**src/rtl/bsg_manycore_store_responder.sv**
```systemverilog
// Remote-store endpoint for a memory or peripheral tile on the manycore network.
// Forward store packets are buffered, written to a local word memory port, and
// each completed store sends one credit packet back to its sender.
// Non-store packets are dropped and counted.
module bsg_manycore_store_responder #(
    parameter int x_cord_width_p   = 4,
    parameter int y_cord_width_p   = 4,
    parameter int data_width_p     = 32,
    parameter int addr_width_p     = 32,
    parameter int mem_addr_width_p = 12,
    parameter int in_fifo_els_p    = 2,
    parameter int ret_fifo_els_p   = 4,
    localparam int packet_width_lp =
        6 + 2*x_cord_width_p + 2*y_cord_width_p + data_width_p + addr_width_p,
    localparam int ret_packet_width_lp = 5 + x_cord_width_p + y_cord_width_p
) (
    input  logic                           clk_i,
    input  logic                           reset_ni,

    input  logic                           v_i,
    input  logic [packet_width_lp-1:0]     data_i,
    output logic                           ready_o,

    output logic                           mem_v_o,
    output logic [mem_addr_width_p-1:0]    mem_addr_o,
    output logic [data_width_p-1:0]        mem_data_o,
    output logic [data_width_p/8-1:0]      mem_mask_o,
    input  logic                           mem_yumi_i,

    output logic                           ret_v_o,
    output logic [ret_packet_width_lp-1:0] ret_data_o,
    input  logic                           ret_ready_i,

    output logic [15:0]                    store_count_o,
    output logic [15:0]                    unknown_count_o
);

    localparam int XW = x_cord_width_p;
    localparam int YW = y_cord_width_p;

    // Packet field offsets, LSB first: x_cord, y_cord, from_x, from_y, data, addr, op
    localparam int FromXLsb = XW + YW;
    localparam int FromYLsb = 2*XW + YW;
    localparam int DataLsb  = 2*XW + 2*YW;
    localparam int AddrLsb  = DataLsb + data_width_p;

    localparam logic [5:0] StoreOp = 6'd1;

    localparam int InPtrW  = (in_fifo_els_p > 1) ? $clog2(in_fifo_els_p) : 1;
    localparam int InCntW  = $clog2(in_fifo_els_p + 1);
    localparam int RetPtrW = (ret_fifo_els_p > 1) ? $clog2(ret_fifo_els_p) : 1;
    localparam int RetCntW = $clog2(ret_fifo_els_p + 1);

    localparam logic [InPtrW-1:0]  InLastPtr  = InPtrW'(in_fifo_els_p - 1);
    localparam logic [InCntW-1:0]  InFullCnt  = InCntW'(in_fifo_els_p);
    localparam logic [RetPtrW-1:0] RetLastPtr = RetPtrW'(ret_fifo_els_p - 1);
    localparam logic [RetCntW-1:0] RetFullCnt = RetCntW'(ret_fifo_els_p);

    // Input packet buffer
    logic [packet_width_lp-1:0] inMem_q [in_fifo_els_p];
    logic [InPtrW-1:0]          inRdPtr_q, inRdPtr_d;
    logic [InPtrW-1:0]          inWrPtr_q, inWrPtr_d;
    logic [InCntW-1:0]          inCount_q, inCount_d;

    // Pending return-packet buffer
    logic [ret_packet_width_lp-1:0] retMem_q [ret_fifo_els_p];
    logic [RetPtrW-1:0]             retRdPtr_q, retRdPtr_d;
    logic [RetPtrW-1:0]             retWrPtr_q, retWrPtr_d;
    logic [RetCntW-1:0]             retCount_q, retCount_d;

    logic [15:0] storeCount_q, storeCount_d;
    logic [15:0] unknownCount_q, unknownCount_d;

    logic [packet_width_lp-1:0]     headPkt;
    logic [5:0]                     headOp;
    logic [addr_width_p-1:0]        headAddr;
    logic [data_width_p-1:0]        headData;
    logic [XW-1:0]                  headFromX;
    logic [YW-1:0]                  headFromY;
    logic [ret_packet_width_lp-1:0] retPushData;
    logic                           headValid;
    logic                           headIsStore;
    logic                           retHasRoom;
    logic                           inPush;
    logic                           inPop;
    logic                           storeFire;
    logic                           unknownDrop;
    logic                           retPush;
    logic                           retPop;
    logic                           unusedHeadBits;

    // Decode the head of the input buffer and derive all handshakes.
    // Return-buffer room uses the registered count, so a pop this cycle
    // does not free a slot for a store issued in the same cycle.
    always_comb begin
        headPkt     = inMem_q[inRdPtr_q];
        headOp      = headPkt[packet_width_lp-1 -: 6];
        headAddr    = headPkt[AddrLsb +: addr_width_p];
        headData    = headPkt[DataLsb +: data_width_p];
        headFromX   = headPkt[FromXLsb +: XW];
        headFromY   = headPkt[FromYLsb +: YW];
        headValid   = (inCount_q != '0);
        headIsStore = (headOp == StoreOp);
        retHasRoom  = (retCount_q != RetFullCnt);

        ready_o     = (inCount_q != InFullCnt);
        inPush      = v_i & ready_o;

        mem_v_o     = headValid & headIsStore & retHasRoom;
        storeFire   = mem_v_o & mem_yumi_i;
        unknownDrop = headValid & ~headIsStore;
        inPop       = storeFire | unknownDrop;

        ret_v_o     = (retCount_q != '0);
        retPop      = ret_v_o & ret_ready_i;
        retPush     = storeFire;
        retPushData = {5'b0, headFromY, headFromX};
        ret_data_o  = retMem_q[retRdPtr_q];

        mem_addr_o  = headAddr[2 +: mem_addr_width_p];
        mem_data_o  = headData;
        mem_mask_o  = '1;

        store_count_o   = storeCount_q;
        unknown_count_o = unknownCount_q;
    end

    // Destination coordinates and unused address bits have no consumer here.
    assign unusedHeadBits = ^{headPkt[XW+YW-1:0], headAddr};

    // Next-state for both buffers' pointers/occupancy and the two counters.
    always_comb begin
        inRdPtr_d      = inRdPtr_q;
        inWrPtr_d      = inWrPtr_q;
        inCount_d      = inCount_q;
        retRdPtr_d     = retRdPtr_q;
        retWrPtr_d     = retWrPtr_q;
        retCount_d     = retCount_q;
        storeCount_d   = storeCount_q;
        unknownCount_d = unknownCount_q;

        if (inPop) begin
            inRdPtr_d = (inRdPtr_q == InLastPtr) ? '0 : inRdPtr_q + InPtrW'(1);
        end
        if (inPush) begin
            inWrPtr_d = (inWrPtr_q == InLastPtr) ? '0 : inWrPtr_q + InPtrW'(1);
        end
        case ({inPush, inPop})
            2'b10:   inCount_d = inCount_q + InCntW'(1);
            2'b01:   inCount_d = inCount_q - InCntW'(1);
            default: inCount_d = inCount_q;
        endcase

        if (retPop) begin
            retRdPtr_d = (retRdPtr_q == RetLastPtr) ? '0 : retRdPtr_q + RetPtrW'(1);
        end
        if (retPush) begin
            retWrPtr_d = (retWrPtr_q == RetLastPtr) ? '0 : retWrPtr_q + RetPtrW'(1);
        end
        case ({retPush, retPop})
            2'b10:   retCount_d = retCount_q + RetCntW'(1);
            2'b01:   retCount_d = retCount_q - RetCntW'(1);
            default: retCount_d = retCount_q;
        endcase

        if (storeFire) begin
            storeCount_d = storeCount_q + 16'd1;
        end
        if (unknownDrop && (unknownCount_q != 16'hFFFF)) begin
            unknownCount_d = unknownCount_q + 16'd1;
        end
    end

    // Control state; reset discards everything buffered.
    always_ff @(posedge clk_i or negedge reset_ni) begin
        if (!reset_ni) begin
            inRdPtr_q      <= '0;
            inWrPtr_q      <= '0;
            inCount_q      <= '0;
            retRdPtr_q     <= '0;
            retWrPtr_q     <= '0;
            retCount_q     <= '0;
            storeCount_q   <= '0;
            unknownCount_q <= '0;
        end else begin
            inRdPtr_q      <= inRdPtr_d;
            inWrPtr_q      <= inWrPtr_d;
            inCount_q      <= inCount_d;
            retRdPtr_q     <= retRdPtr_d;
            retWrPtr_q     <= retWrPtr_d;
            retCount_q     <= retCount_d;
            storeCount_q   <= storeCount_d;
            unknownCount_q <= unknownCount_d;
        end
    end

    // Buffer storage needs no reset; occupancy alone decides what is valid.
    always_ff @(posedge clk_i) begin
        if (inPush) begin
            inMem_q[inWrPtr_q] <= data_i;
        end
        if (retPush) begin
            retMem_q[retWrPtr_q] <= retPushData;
        end
    end

endmodule

```
**config.mk**
```make
export PLATFORM = sky130hd
export DESIGN_NAME = bsg_manycore_store_responder
export DESIGN_NICKNAME = d
export VERILOG_FILES = /design/src/rtl/bsg_manycore_store_responder.sv
export SDC_FILE = /design/constraint.sdc
export NUM_CORES = 1
export LEC_CHECK = 0
export BUFFER_PORTS_ARGS = -buffer_cell sky130_fd_sc_hd__buf_2
export CAP_MARGIN = 10
export CORE_UTILIZATION = 40
export DETAILED_ROUTE_END_ITERATION = 6
export PLACE_DENSITY = 0.73
export REMOVE_ABC_BUFFERS = 1
export SYNTH_ARGS = -nofsm -noshare
export SYNTH_HDL_FRONTEND = slang
export SYNTH_SLANG_ARGS = --single-unit
```
**constraint.sdc**
```tcl
create_clock -name clk_i -period 9 [get_ports clk_i]
set_input_delay 0.45 -clock clk_i [delete_from_list [all_inputs] [get_ports clk_i]]
set_output_delay 0.45 -clock clk_i [all_outputs]
set_load 0.01 [all_outputs]
```
==> flow_metrics.tcl <==
set metrics [dict create \
    cts_resized 0 \
    path_clk_slew_ns 0.07 \
    grt_usage_pct 14.2 \
    tns_ns 0 \
    finalHoldViolCount 0 \
    htreeDepth 4 \
    pwr-share-clk_pct 27.2 \
    rsz0062_at_grt "no" \
    pwr-share-comb_pct 26.1 \
    die_w_um 142 \
    via_per_inst 4.74 \
    fillers 1611 \
    cts_buffer_depth 2 \
    grt_pass1_wl_um 21900 \
    wl_met3_um 865 \
    rows 50 \
    synthTopCellsByCount "edfxtp_1 (148), mux2_2 (54), buf_4 (53)" \
    p_seq_share_pct 46.6 \
    power.density_nw_per_um2 294 \
    die_area_sq_um 20200 \
    cts_tree "built" \
    area_growth_pct 16.4 \
    gr-total-overflow 0 \
    fin_area_sq_um 9130 \
    initial_core_util_pct 41.4 \
    top_layer_used "met4" \
    ys_ff_latch 191 \
    synth_edf_count 148 \
    placed_area_sq_um 8540 \
    vias 4067 \
    hpwlAfterDp_um 9260 \
    yosys.area.top_type "edfxtp_1" \
    gp_congestion 0.792 \
    period_share_pct 30.4 \
    skew_ns 0.0115 \
    grt_pass1_vias 4337 \
    status "finished, final reports clean" \
    drive_gt1_share_pct 42.9 \
    ys.warnings.count 0 \
    cts_setup_buffers 0 \
    cap_viol_max_count 0 \
    clkLatencyLatePin_ns 0.43 \
    drt-initial-drc-count 200 \
    drc 0 \
    yosysMostFrequentCell "edfxtp_1" \
    ir_worst_vdd_uv 152 \
    m1WireLength_um 5450 \
    synth_top_area_share_pct 56.6 \
    p_int_mw 1.85 \
    cts_root_buffer "clkbuf_16" \
    wl_met2_um 6890 \
    grt_max_degree 54 \
    dieHeight_um 142 \
    antenna_found_initial 1 \
    worstSetupStartpointType "flop" \
    cp.arrival_ns 3.04 \
    fin_nets 685 \
    io_buffers 149 \
    fmax_mhz 365 \
    min_path_type "in2async" \
    switchingPower_uw 836 \
    drt-total-wl_um 13500 \
    drt-wirelength-per-cell_um 15.7 \
    finalSetupViolCount 0 \
    fp.coreArea_sq_um 19000 \
    drtPass1Iterations 4 \
    critical_path.max_fanout 12 \
    power.leakage_nw 3.60 \
    yosysSeqAreaShare_pct 70.4 \
    p_sw_share_pct 31.1 \
    syn_area_sq_um 7850 \
    post_synth.cell_area_avg_sq_um 16.7 \
    worstMarginPinSlew_ns 0.969 \
    netlist_instances 469 \
    synthFlopType "edfxtp_1" \
    yosysUniqueCellTypes 40 \
    synthTopCellsByArea "edfxtp_1 (57%), dfrtp_1 (14%), mux2_2 (7.7%)" \
    cts_hold_buf 0 \
    slew_violations 0 \
    numCtsBuffers 17 \
    total_power_mw 2.68 \
    cts.sinks 191 \
    synthArstFlopShare_pct 22.5 \
    critPathRequiredTime_ns 9.30 \
    worstSetupEndpointType "flop" \
    io_pins 187 \
    slew_headroom_pct 35.4 \
    fin_crit_ns 2.74 \
    drt.antenna.violating_nets 0 \
    path_class "reg2reg" \
]
## worst max-delay path, stage by stage, from the launching register on
cell	delay (ns)
edfxtp_1	0.37
nor4_1	0.47
and2_1	0.27
o211a_1	0.38
inv_1	0.21
ha_1	0.27
inv_1	0.08
fa_1	0.19
xor2_1	0.16
nor2_1	0.07
xor2_1	0.14
## cells in the final DEF (no fill, tap or decap), drive strengths merged, types with 3 or more instances in the layout
master	count
nor4	6
nor3b	3
clkbuf	17
nand2	15
or3	3
nand3	12
inv	16
and3	3
edfxtp	148
xnor2	25
xor2	13
clkinv	10
nor3	3
dfrtp	43
nor2	11
nand4	10
ha	9
mux4	8
conb	9
buf	152
and2	6
mux2	54
and4	5
## power groups by stage
stage                     logic, mW  registers (mW)  clock network (mW)
after floorplan               0.426            1.29                   0
after detailed placement      0.712            1.27                   0
after global placement        0.692            1.26                   0
final                         0.701            1.25               0.731
after CTS                     0.716            1.25               0.748
after global routing          0.775            1.27               0.783
## kinds of logic after synthesis
group / share of synthesized area [%]
DFF: 70.4
and+or+nand+nor: 6.47
buffers and inverters: 6.12
muxes: 10.2
xor gates and xnor gates: 4.24
adders and majority gates: 1.69
AOI/OAI and AO/OA: 0.845
other: 0.0957
## state kept, by name (all words and copies together) (netlist names)
register / cells
inCount_q: 2
inMem_q: 116
inRdPtr_q: 1
inWrPtr_q: 1
retCount_q: 3
retMem_q: 32
retRdPtr_q: 2
retWrPtr_q: 2
store_count_o: 16
unknown_count_o: 16
## layer usage
layer  global-route usage (%)  vias to the layer above
li1                         -                     1908
met1                     16.2                     2010
met2                     24.4                      125
met3                     4.88                       24
met4                     5.72                        0
met5                        0                        -
## area by class of cell
type                       instances  area [sq um]  share of cell area [%]
inverter                          11          41.3                   0.452
antenna                            1          2.50                  0.0274
multi-input combinational        211          1880                    20.6
clock buffer                      17           425                    4.66
tap                              260           325                    3.56
clock inverter                    15           168                    1.84
sequential                       191          5520                    60.5
timing repair buffer             152           768                    8.41
## path summary, 6_finish.rpt
| check | cells after the start | slack (ns) | to | from |
|---|---|---|---|---|
| worst max register to register | 10 | 6.26 | retCount_q[2] | inMem_q[0][82] |
| min in group clk_i | 1 | 0.21 | inMem_q[1][26] | data_i[26] |
| worst min register to register | 1 | 0.49 | store_count_o[10] | store_count_o[10] |
| max in group asynchronous | 1 | 8.16 | inRdPtr_q | reset_ni |
| worst max-delay path | 10 | 6.26 | retCount_q[2] | inMem_q[0][82] |
| worst min-delay path | 1 | 0.18 | retWrPtr_q[0] | reset_ni |
## per-stage QoR
stage | utilization, % | instances | setup WS (ns) | hold slack (ns)
2_1_floorplan | - | 413 | 5.38 | 0.154
3_3_place_gp | 45.0 | 825 | 6.43 | 0.453
3_5_place_dp | 45.0 | 825 | 6.27 | 0.472
4_1_cts | 48.2 | 857 | 6.21 | 0.184
5_1_grt | 48.2 | 858 | 6.01 | 0.181
6_report | 48.2 | 858 | 6.26 | 0.175
(Power assumes the default switching activity.)
